### config.mk
export PLATFORM = sky130hd
export DESIGN_NAME = pic_control_logic
export DESIGN_NICKNAME = d
export VERILOG_FILES = /design/src/rtl/pic_control_logic.sv
export SDC_FILE = /design/constraint.sdc
export NUM_CORES = 1
export LEC_CHECK = 0
export BUFFER_PORTS_ARGS = -buffer_cell sky130_fd_sc_hd__buf_2
export CAP_MARGIN = 10
export CORE_MARGIN = 4
export CORE_UTILIZATION = 45
export CTS_BUF_LIST = sky130_fd_sc_hd__clkbuf_4
export DETAILED_ROUTE_END_ITERATION = 6
export PLACE_DENSITY_LB_ADDON = 0.05
export SETUP_SLACK_MARGIN = 0.2
export SYNTH_ARGS = -nofsm -noshare
export SYNTH_HDL_FRONTEND = slang
export SYNTH_SLANG_ARGS = --single-unit
export TNS_END_PERCENT = 20
### constraint.sdc
create_clock -name clk -period 2.5 [get_ports clk]
set_clock_uncertainty 0.1 [all_clocks]
set_input_delay 0.75 -clock clk [delete_from_list [all_inputs] [get_ports clk]]
set_output_delay 0.75 -clock clk [all_outputs]
set_load 0.005 [all_outputs]
### src/rtl/pic_control_logic.sv
// pic_control_logic: 8259-style control core (IRR/ISR/IMR, fixed priority, two-pulse INTA).
// Build macro PIC_AEOI_EN enables automatic EOI selected by ICW4 bit 1.
module pic_control_logic #(
    parameter int IR_SYNC_STAGES = 2
) (
    input  logic       clk,
    input  logic       rst_n,
    input  logic [4:1] icw_stb,
    input  logic [3:1] ocw_stb,
    input  logic [7:0] din,
    input  logic       init_done,
    input  logic       a0,
    input  logic [7:0] ir,
    input  logic       inta_n,
    output logic       int_o,
    output logic [7:0] rd_data,
    output logic [7:0] vec,
    output logic       vec_oe
);

    typedef enum logic [1:0] {
        ST_IDLE = 2'd0,
        ST_ACK1 = 2'd1,
        ST_ACK2 = 2'd2
    } state_t;

    state_t     state_q, state_d;
    logic [4:1] icw_q, icw_prev_q, icw_fire;
    logic [3:1] ocw_q, ocw_prev_q, ocw_fire;
    logic [7:0] din_q;
    logic [7:0] sync_q [IR_SYNC_STAGES];
    logic [7:0] ir_sync, ir_prev_q, ir_rise;
    logic [7:0] irr_q, irr_d, isr_q, isr_d, imr_q, imr_d;
    logic       rsel_q, rsel_d, ltim_q, ltim_d, aeoi_q;
    logic [4:0] base_q, base_d;
    logic [2:0] idx_q, idx_d, cand_idx;
    logic       spur_q, spur_d, cand_vld;
    logic       inta_prev_q, inta_fall, inta_rise;
    logic       int_q, int_d, vec_oe_q, vec_oe_d;
    logic [7:0] vec_q, vec_d;
    logic [7:0] req, blocked;
    logic [7:0] eoi_mask, set_mask, aeoi_mask;
    logic       icw3_unused;

    assign icw_fire    = icw_q & ~icw_prev_q;
    assign ocw_fire    = ocw_q & ~ocw_prev_q;
    assign ir_sync     = sync_q[IR_SYNC_STAGES-1];
    assign ir_rise     = ir_sync & ~ir_prev_q;
    assign inta_fall   = inta_prev_q & ~inta_n;
    assign inta_rise   = ~inta_prev_q & inta_n;
    assign icw3_unused = icw_fire[3];

    assign int_o   = int_q;
    assign vec     = vec_q;
    assign vec_oe  = vec_oe_q;
    assign rd_data = a0 ? imr_q : (rsel_q ? isr_q : irr_q);

`ifdef PIC_AEOI_EN
    logic aeoi_d;

    // AEOI mode bit: cleared by ICW1, loaded by ICW4
    always_comb begin
        aeoi_d = aeoi_q;
        if (icw_fire[1]) begin
            aeoi_d = 1'b0;
        end else if (icw_fire[4]) begin
            aeoi_d = din_q[1];
        end else begin
            aeoi_d = aeoi_q;
        end
    end

    // AEOI mode register
    always_ff @(posedge clk or negedge rst_n) begin
        if (!rst_n) begin
            aeoi_q <= 1'b0;
        end else begin
            aeoi_q <= aeoi_d;
        end
    end
`else
    logic icw4_unused;
    assign aeoi_q      = 1'b0;
    assign icw4_unused = icw_fire[4];
`endif

    // Fixed priority: lowest unmasked request not shadowed by an equal/higher in-service level
    always_comb begin
        req      = irr_q & ~imr_q;
        blocked  = 8'd0;
        cand_vld = 1'b0;
        cand_idx = 3'd0;
        for (int i = 0; i < 8; i++) begin
            blocked[i] = isr_q[i] | ((i > 0) ? blocked[(i > 0) ? i - 1 : 0] : 1'b0);
            if (!cand_vld && !blocked[i] && req[i]) begin
                cand_vld = 1'b1;
                cand_idx = 3'(i);
            end else begin
                cand_vld = cand_vld;
            end
        end
    end

    // Next-state: INTA FSM, command decode, IRR/ISR/IMR update; ICW1 overrides everything
    always_comb begin
        state_d   = state_q;
        idx_d     = idx_q;
        spur_d    = spur_q;
        vec_d     = vec_q;
        vec_oe_d  = vec_oe_q;
        imr_d     = imr_q;
        rsel_d    = rsel_q;
        ltim_d    = ltim_q;
        base_d    = base_q;
        eoi_mask  = 8'd0;
        set_mask  = 8'd0;
        aeoi_mask = 8'd0;
        case (state_q)
            ST_IDLE: begin
                if (inta_fall) begin
                    state_d  = ST_ACK1;
                    idx_d    = cand_vld ? cand_idx : 3'd7;
                    spur_d   = ~cand_vld;
                    set_mask = cand_vld ? (8'd1 << cand_idx) : 8'd0;
                end else begin
                    state_d = ST_IDLE;
                end
            end
            ST_ACK1: state_d = inta_rise ? ST_ACK2 : ST_ACK1;
            ST_ACK2: begin
                if (inta_fall) begin
                    vec_oe_d = 1'b1;
                    vec_d    = {base_q, idx_q};
                end else if (inta_rise && vec_oe_q) begin
                    vec_oe_d  = 1'b0;
                    state_d   = ST_IDLE;
                    aeoi_mask = (aeoi_q && !spur_q) ? (8'd1 << idx_q) : 8'd0;
                end else begin
                    state_d = ST_ACK2;
                end
            end
            default: state_d = ST_IDLE;
        endcase
        if (ocw_fire[1]) begin
            imr_d = din_q;
        end else begin
            imr_d = imr_q;
        end
        if (ocw_fire[2]) begin
            case (din_q[7:5])
                3'b001:  eoi_mask = isr_q & (~isr_q + 8'd1);
                3'b011:  eoi_mask = 8'd1 << din_q[2:0];
                default: eoi_mask = 8'd0;
            endcase
        end else begin
            eoi_mask = 8'd0;
        end
        if (ocw_fire[3] && din_q[1]) begin
            rsel_d = din_q[0];
        end else begin
            rsel_d = rsel_q;
        end
        if (icw_fire[2]) begin
            base_d = din_q[7:3];
        end else begin
            base_d = base_q;
        end
        irr_d = (ltim_q ? ir_sync : (ir_sync & (irr_q | ir_rise))) & ~set_mask;
        isr_d = (isr_q & ~eoi_mask & ~aeoi_mask) | set_mask;
        int_d = (state_q == ST_IDLE) && cand_vld && init_done;
        if (icw_fire[1]) begin
            imr_d    = 8'd0;
            isr_d    = 8'd0;
            irr_d    = 8'd0;
            rsel_d   = 1'b0;
            ltim_d   = din_q[3];
            base_d   = 5'd0;
            state_d  = ST_IDLE;
            idx_d    = 3'd0;
            spur_d   = 1'b0;
            vec_oe_d = 1'b0;
            int_d    = 1'b0;
        end else begin
            ltim_d = ltim_q;
        end
    end

    // All control-core state registers
    always_ff @(posedge clk or negedge rst_n) begin
        if (!rst_n) begin
            icw_q       <= 4'd0;
            icw_prev_q  <= 4'd0;
            ocw_q       <= 3'd0;
            ocw_prev_q  <= 3'd0;
            din_q       <= 8'd0;
            for (int i = 0; i < IR_SYNC_STAGES; i++) sync_q[i] <= 8'd0;
            ir_prev_q   <= 8'd0;
            irr_q       <= 8'd0;
            isr_q       <= 8'd0;
            imr_q       <= 8'd0;
            rsel_q      <= 1'b0;
            ltim_q      <= 1'b0;
            base_q      <= 5'd0;
            state_q     <= ST_IDLE;
            idx_q       <= 3'd0;
            spur_q      <= 1'b0;
            inta_prev_q <= 1'b1;
            int_q       <= 1'b0;
            vec_q       <= 8'd0;
            vec_oe_q    <= 1'b0;
        end else begin
            icw_q       <= icw_stb;
            icw_prev_q  <= icw_q;
            ocw_q       <= ocw_stb;
            ocw_prev_q  <= ocw_q;
            din_q       <= din;
            sync_q[0]   <= ir;
            for (int i = 1; i < IR_SYNC_STAGES; i++) sync_q[i] <= sync_q[i-1];
            ir_prev_q   <= ir_sync;
            irr_q       <= irr_d;
            isr_q       <= isr_d;
            imr_q       <= imr_d;
            rsel_q      <= rsel_d;
            ltim_q      <= ltim_d;
            base_q      <= base_d;
            state_q     <= state_d;
            idx_q       <= idx_d;
            spur_q      <= spur_d;
            inta_prev_q <= inta_n;
            int_q       <= int_d;
            vec_q       <= vec_d;
            vec_oe_q    <= vec_oe_d;
        end
    end

endmodule

Word level (Yosys, flattened, before mapping):

Cells that the tools add are included.

* shift-type cells: 2
* multiplexer cells: 46
* reduce and logical (&&, ||, !) cells: 45
* eq/ne operators: 5
* add/sub/neg operators: 1
* bitwise logic cells: 28

Operators with widths (number)
* $mux 8: 11
* $and 8x8->8: 6
* $not 8->8: 5
* $mux 3: 8
* $logic_and 1x1->1: 19
* $mux 1: 17
* $or 8x8->8: 2
* $pmux 8 s2: 1
* $shl 1x3->8 const A: 2
* $logic_not 1->1: 15
* $mux 2: 6
* $reduce_bool 2->1: 6
* $mux 5: 2
* $add 8x1->8 const B: 1
* $or 1x1->1: 7
* $pmux 2 s3: 1
* $reduce_and 2->1: 3
* $and 3x3->3: 1
* $eq 3x1->1 const B: 1
* $eq 3x2->1 const B: 1
* $ne 3x3->1 const B: 1
* $not 3->3: 1
* $reduce_bool 3->1: 1
* $and 1x1->1: 2
* other kinds (6): 7

* word-level logic and storage cells: 147
* input port bits: 28
* register bits: 89

Logic depth before layout (Yosys ltp):

* depth after elaboration: 39
* mapped depth: 6
* mapped depth without buffers: 5

Worst setup path before layout:

Ideal clock, no wire load.

* kind: input -> register
* from: input inta_n
* to: register isr_q[6]
* stages: 5
* slack: 0.059 ns
* buffers on the path: 0
* library setup time: 0.082 ns
* arrival time: 2.259 ns
* cells stage by stage: or4b_4 or3_4 nor4_4 o21ai_1 a31oi_1

* cells in the longest elaborated chain, start to end: 6

Ends and longest elaborated chain
* start, declared: line 14 `input logic inta_n,`
* $not 1->1: line 49 `assign inta_fall = inta_prev_q & ~inta_n;`
* $and 1x1->1: line 49
* $mux 8: line 120 `if (inta_fall) begin`
* $mux 8: line 118 `case (state_q)`
* $or 8x8->8: line 169 `isr_d = (isr_q & ~eoi_mask & ~aeoi_mask) | set_mask;`
* $mux 8: line 171 `if (icw_fire[1]) begin`
* net isr_d[6]: line 33 `logic [7:0] irr_q, irr_d, isr_q, isr_d, imr_q, imr_d;`
* end signal, assigned: line 221 `isr_q <= isr_d;`
* end, declared: line 33

The timed path passes the listed nets, and every way through them passes these cells.
A chain may end at the register's enable or synchronous reset.

Final worst setup path:

* from: register rsel_q
* to: output rd_data[5]

* cells in the longest elaborated chain, start to end: 2

Ends and longest elaborated chain
* start, declared: line 34 `logic rsel_q, rsel_d, ltim_q, ltim_d, aeoi_q;`
* start signal, assigned: line 223 `rsel_q <= rsel_d;`
* $mux 8 (2 in a row): line 56 `assign rd_data = a0 ? imr_q : (rsel_q ? isr_q : irr_q);`
* end, declared: line 16 `output logic [7:0] rd_data,`

Every way passes these cells.

==> out/summary.txt <==
outcome: finished, final reports clean
CP max-delay cell: dfrtp_2
Cell Area, Placed: 4060 sq um
drt initial violations: 140
Post-Syn Area: 3610 sq um
RR Endpoint: isr_q[4]$_DFF_PN0_
GR Overflow Total: 0
TritonCTS clock tree: yes
Setup crit start kind: flop
period utilisation layout: 93.2%
number of unique standard cell types used by synthesis: 51
clk root buf: clkbuf_4
R2R Setup Slk: 0.24 ns
utilization after layout: 54.4%
Tot GR Track Use: 17.7%
Detailed Place HPWL: 5.61 mm
number of cells produced by synthesis: 306
Slew @ Worst Pin: 0.632 ns
Critical Path, Cell by Cell: buf_12, mux2i_1, o21ai_0, buf_2
CTS Buffer Depth: 2
cts hold-fix bufs: 0
Yosys warnings: 0
clock sinks: 89
most frequent cell after synthesis: dfrtp_1
die area: 9520 sq um
WP data required: 1.65 ns
Initial Util: 46.5%
share of layout cells above drive strength 1: 26.3%
crit-path max cell delay: 0.45 ns
top cells by area, synth: dfrtp_1 61%, mux2i_1 6.1%, nor2_1 3.4%, nand2_1 3.2%, mux2_2 2.5%
Worst-path clk slew: 0.14 ns
Die Width: 97.6 um
maximum clock rate: 0.429 GHz
Slew Limit Fails: 0
Worst Setup Slack, final: 0.170 ns
Worst slew margin: 57.9%
vias in the first global route: 2594
Worst R2R Start: inta_prev_q$_DFF_PN1_
synthesis-to-finish area growth: 17.2%
Crit Path Max Fanout: 5
leakage power: 0.00196 uW
RD Place Congestion: 0.882
Synth Flop Type: dfrtp_1
TritonRoute pass-1 iters: 4
Buffers on Ports: 43
ANT cells: 0
number of H-tree levels: 3
Post-synth EDFFs: 0
final hold vios: 0
PwrDens: 742 nW/um^2
Synth top cells by count: 88 x dfrtp_1, 33 x nor2_1, 31 x nand2_1, 22 x mux2i_1, 14 x a21oi_1
Place WS: -0.0221 ns
Post-DRT Antenna Nets: 0
Core ar.: 7770 sq um
Die Span Y: 97.6 um
crit end category: primary output
HP Class: input pin to asynchronous set/reset pin
Vias: 2538
Worst path top cell family by delay: flip-flops
Max Cap Viol: 0
Post-Layout Inst Area: 4230 sq um
initial antenna violation count: 0
CP Buf/Inv Count: 2
RSZ-0062 raised after global routing: yes
Via-to-Cell Ratio: 5.35
syn nets: 334
Routed Wire Length: 7.84 mm
CP Class: flop to primary output
FILL cells: 693
Ports: 46
Setup TNS Final: 0 ns
DRC errors left: 0
Final nets: 395
number of synthesized register bits: 89
Setup-failing EPs final: 0
worst skew pair latency: 0.43 ns
cell taking the most area after synthesis: dfrtp_1
Avg WL per Cell: 16.5 um
R2R depth: 5
VDD IR-drop max: 0.391 mV
FFs w/ async S/R, synth: 100%
first-pass GRT wire length: 13.3 mm
largest net degree at the start of global routing: 49
crit path DAT: 1.48 ns
Syn Area/Cell: 11.8 sq um
sequential share of the synthesized area: 61.7%
Num CTS Buffers: 9
Site Rows: 32
Synth top area share: 61.0%
Final Critical Period: 2.33 ns
-- state kept, by name, indices dropped and copies added (netlist names), 2 cells and up --
signal,count
imr_q,8
state_q,2
idx_q,3
din_q,8
ir_sync,8
isr_q,8
ir_prev_q,8
sync_q,8
icw_prev_q,2
vec,8
ocw_prev_q,3
icw_q,2
ocw_q,3
irr_q,8
base_q,5
-- cells in the final DEF (no fill, tap or decap), drive strengths merged, types with 3 or more instances in the layout --
cell type	count
dfrtp	88
buf	61
nor2	33
nand2	31
mux2i	22
a21oi	14
o21ai	14
clkbuf	10
nor2b	8
mux2	8
nand2b	6
nand3	6
inv	6
nor3b	4
a22oi	4
o22ai	4
nor3	4
a31o	3
nand4	3
nand3b	3
o211ai	3
-- power breakdown --
part | leakage (uW) | internal, uW | switching [uW]
clock | 0.0000740 | 327 | 502
combinational | 0.000780 | 283 | 336
sequential | 0.00111 | 1580 | 112
total | 0.00196 | 2190 | 950
-- what timing repair did --
item	in CTS	in global routing
pin swaps	0	0
cloned	0	0
endpoints found under the setup margin	8	10
setup buffers	2	0
resized for setup	5	2
-- per-stage QoR --
| step | hold WS (ns) | power [uW] | cells |
|---|---|---|---|
| after global routing | 0.0284 | 3330 | 474 |
| after detailed placement | 0.236 | 2330 | 456 |
| after global placement | 0.233 | 2320 | 456 |
| after CTS | 0.0380 | 3170 | 474 |
| after floorplan | 0.231 | 2050 | 306 |
| final | 0.0510 | 3140 | 474 |
-- routing by layer --
metal | up-vias | GRT usage, % | routed length [um]
met1 | 1244 | 24.8 | 3760
met4 | 0 | 4.90 | 125
met5 | - | 0 | 0
li1 | 1225 | - | -
met2 | 58 | 26.6 | 3540
met3 | 11 | 5.81 | 415
-- cells by family (layout without fill, tap and decap cells) --
| logic type | count (synthesis) | in the layout | share of synthesized area (%) |
|---|---|---|---|
| mux | 30 | 30 | 8.60 |
| flops | 89 | 89 | 61.7 |
| compound gates | 59 | 59 | 10.9 |
| simple gates | 114 | 114 | 17.3 |
| buf+inv | 14 | 80 | 1.49 |
-- final cells by class --
type                            instances  area [sq um]  area share, %
Sequential cell                        89          2230           52.7
Multi-Input combinational cell        203          1340           31.7
Timing Repair Buffer                   61           375           8.88
Tap cell                              102           128           3.02
Clock buffer                           10          75.1           1.78
Clock inverter                          6          71.3           1.69
Inverter                                3          11.3          0.266
-- how the worst max path moves through the flow --
stage	from	to	cells after the start	slack, ns
2_1_floorplan	inta_n	isr_q[4]$_DFF_PN0_	5	0.20
3_3_place_gp	inta_n	isr_q[4]$_DFF_PN0_	6	-0.009
3_5_place_dp	inta_n	isr_q[4]$_DFF_PN0_	6	-0.02
4_1_cts	rsel_q$_DFFE_PN0P_	rd_data[5]	4	0.16
5_1_grt	rsel_q$_DFFE_PN0P_	rd_data[6]	4	0.07
6_report	rsel_q$_DFFE_PN0P_	rd_data[5]	4	0.17
Note: power is estimated with default switching activity, not from simulation.
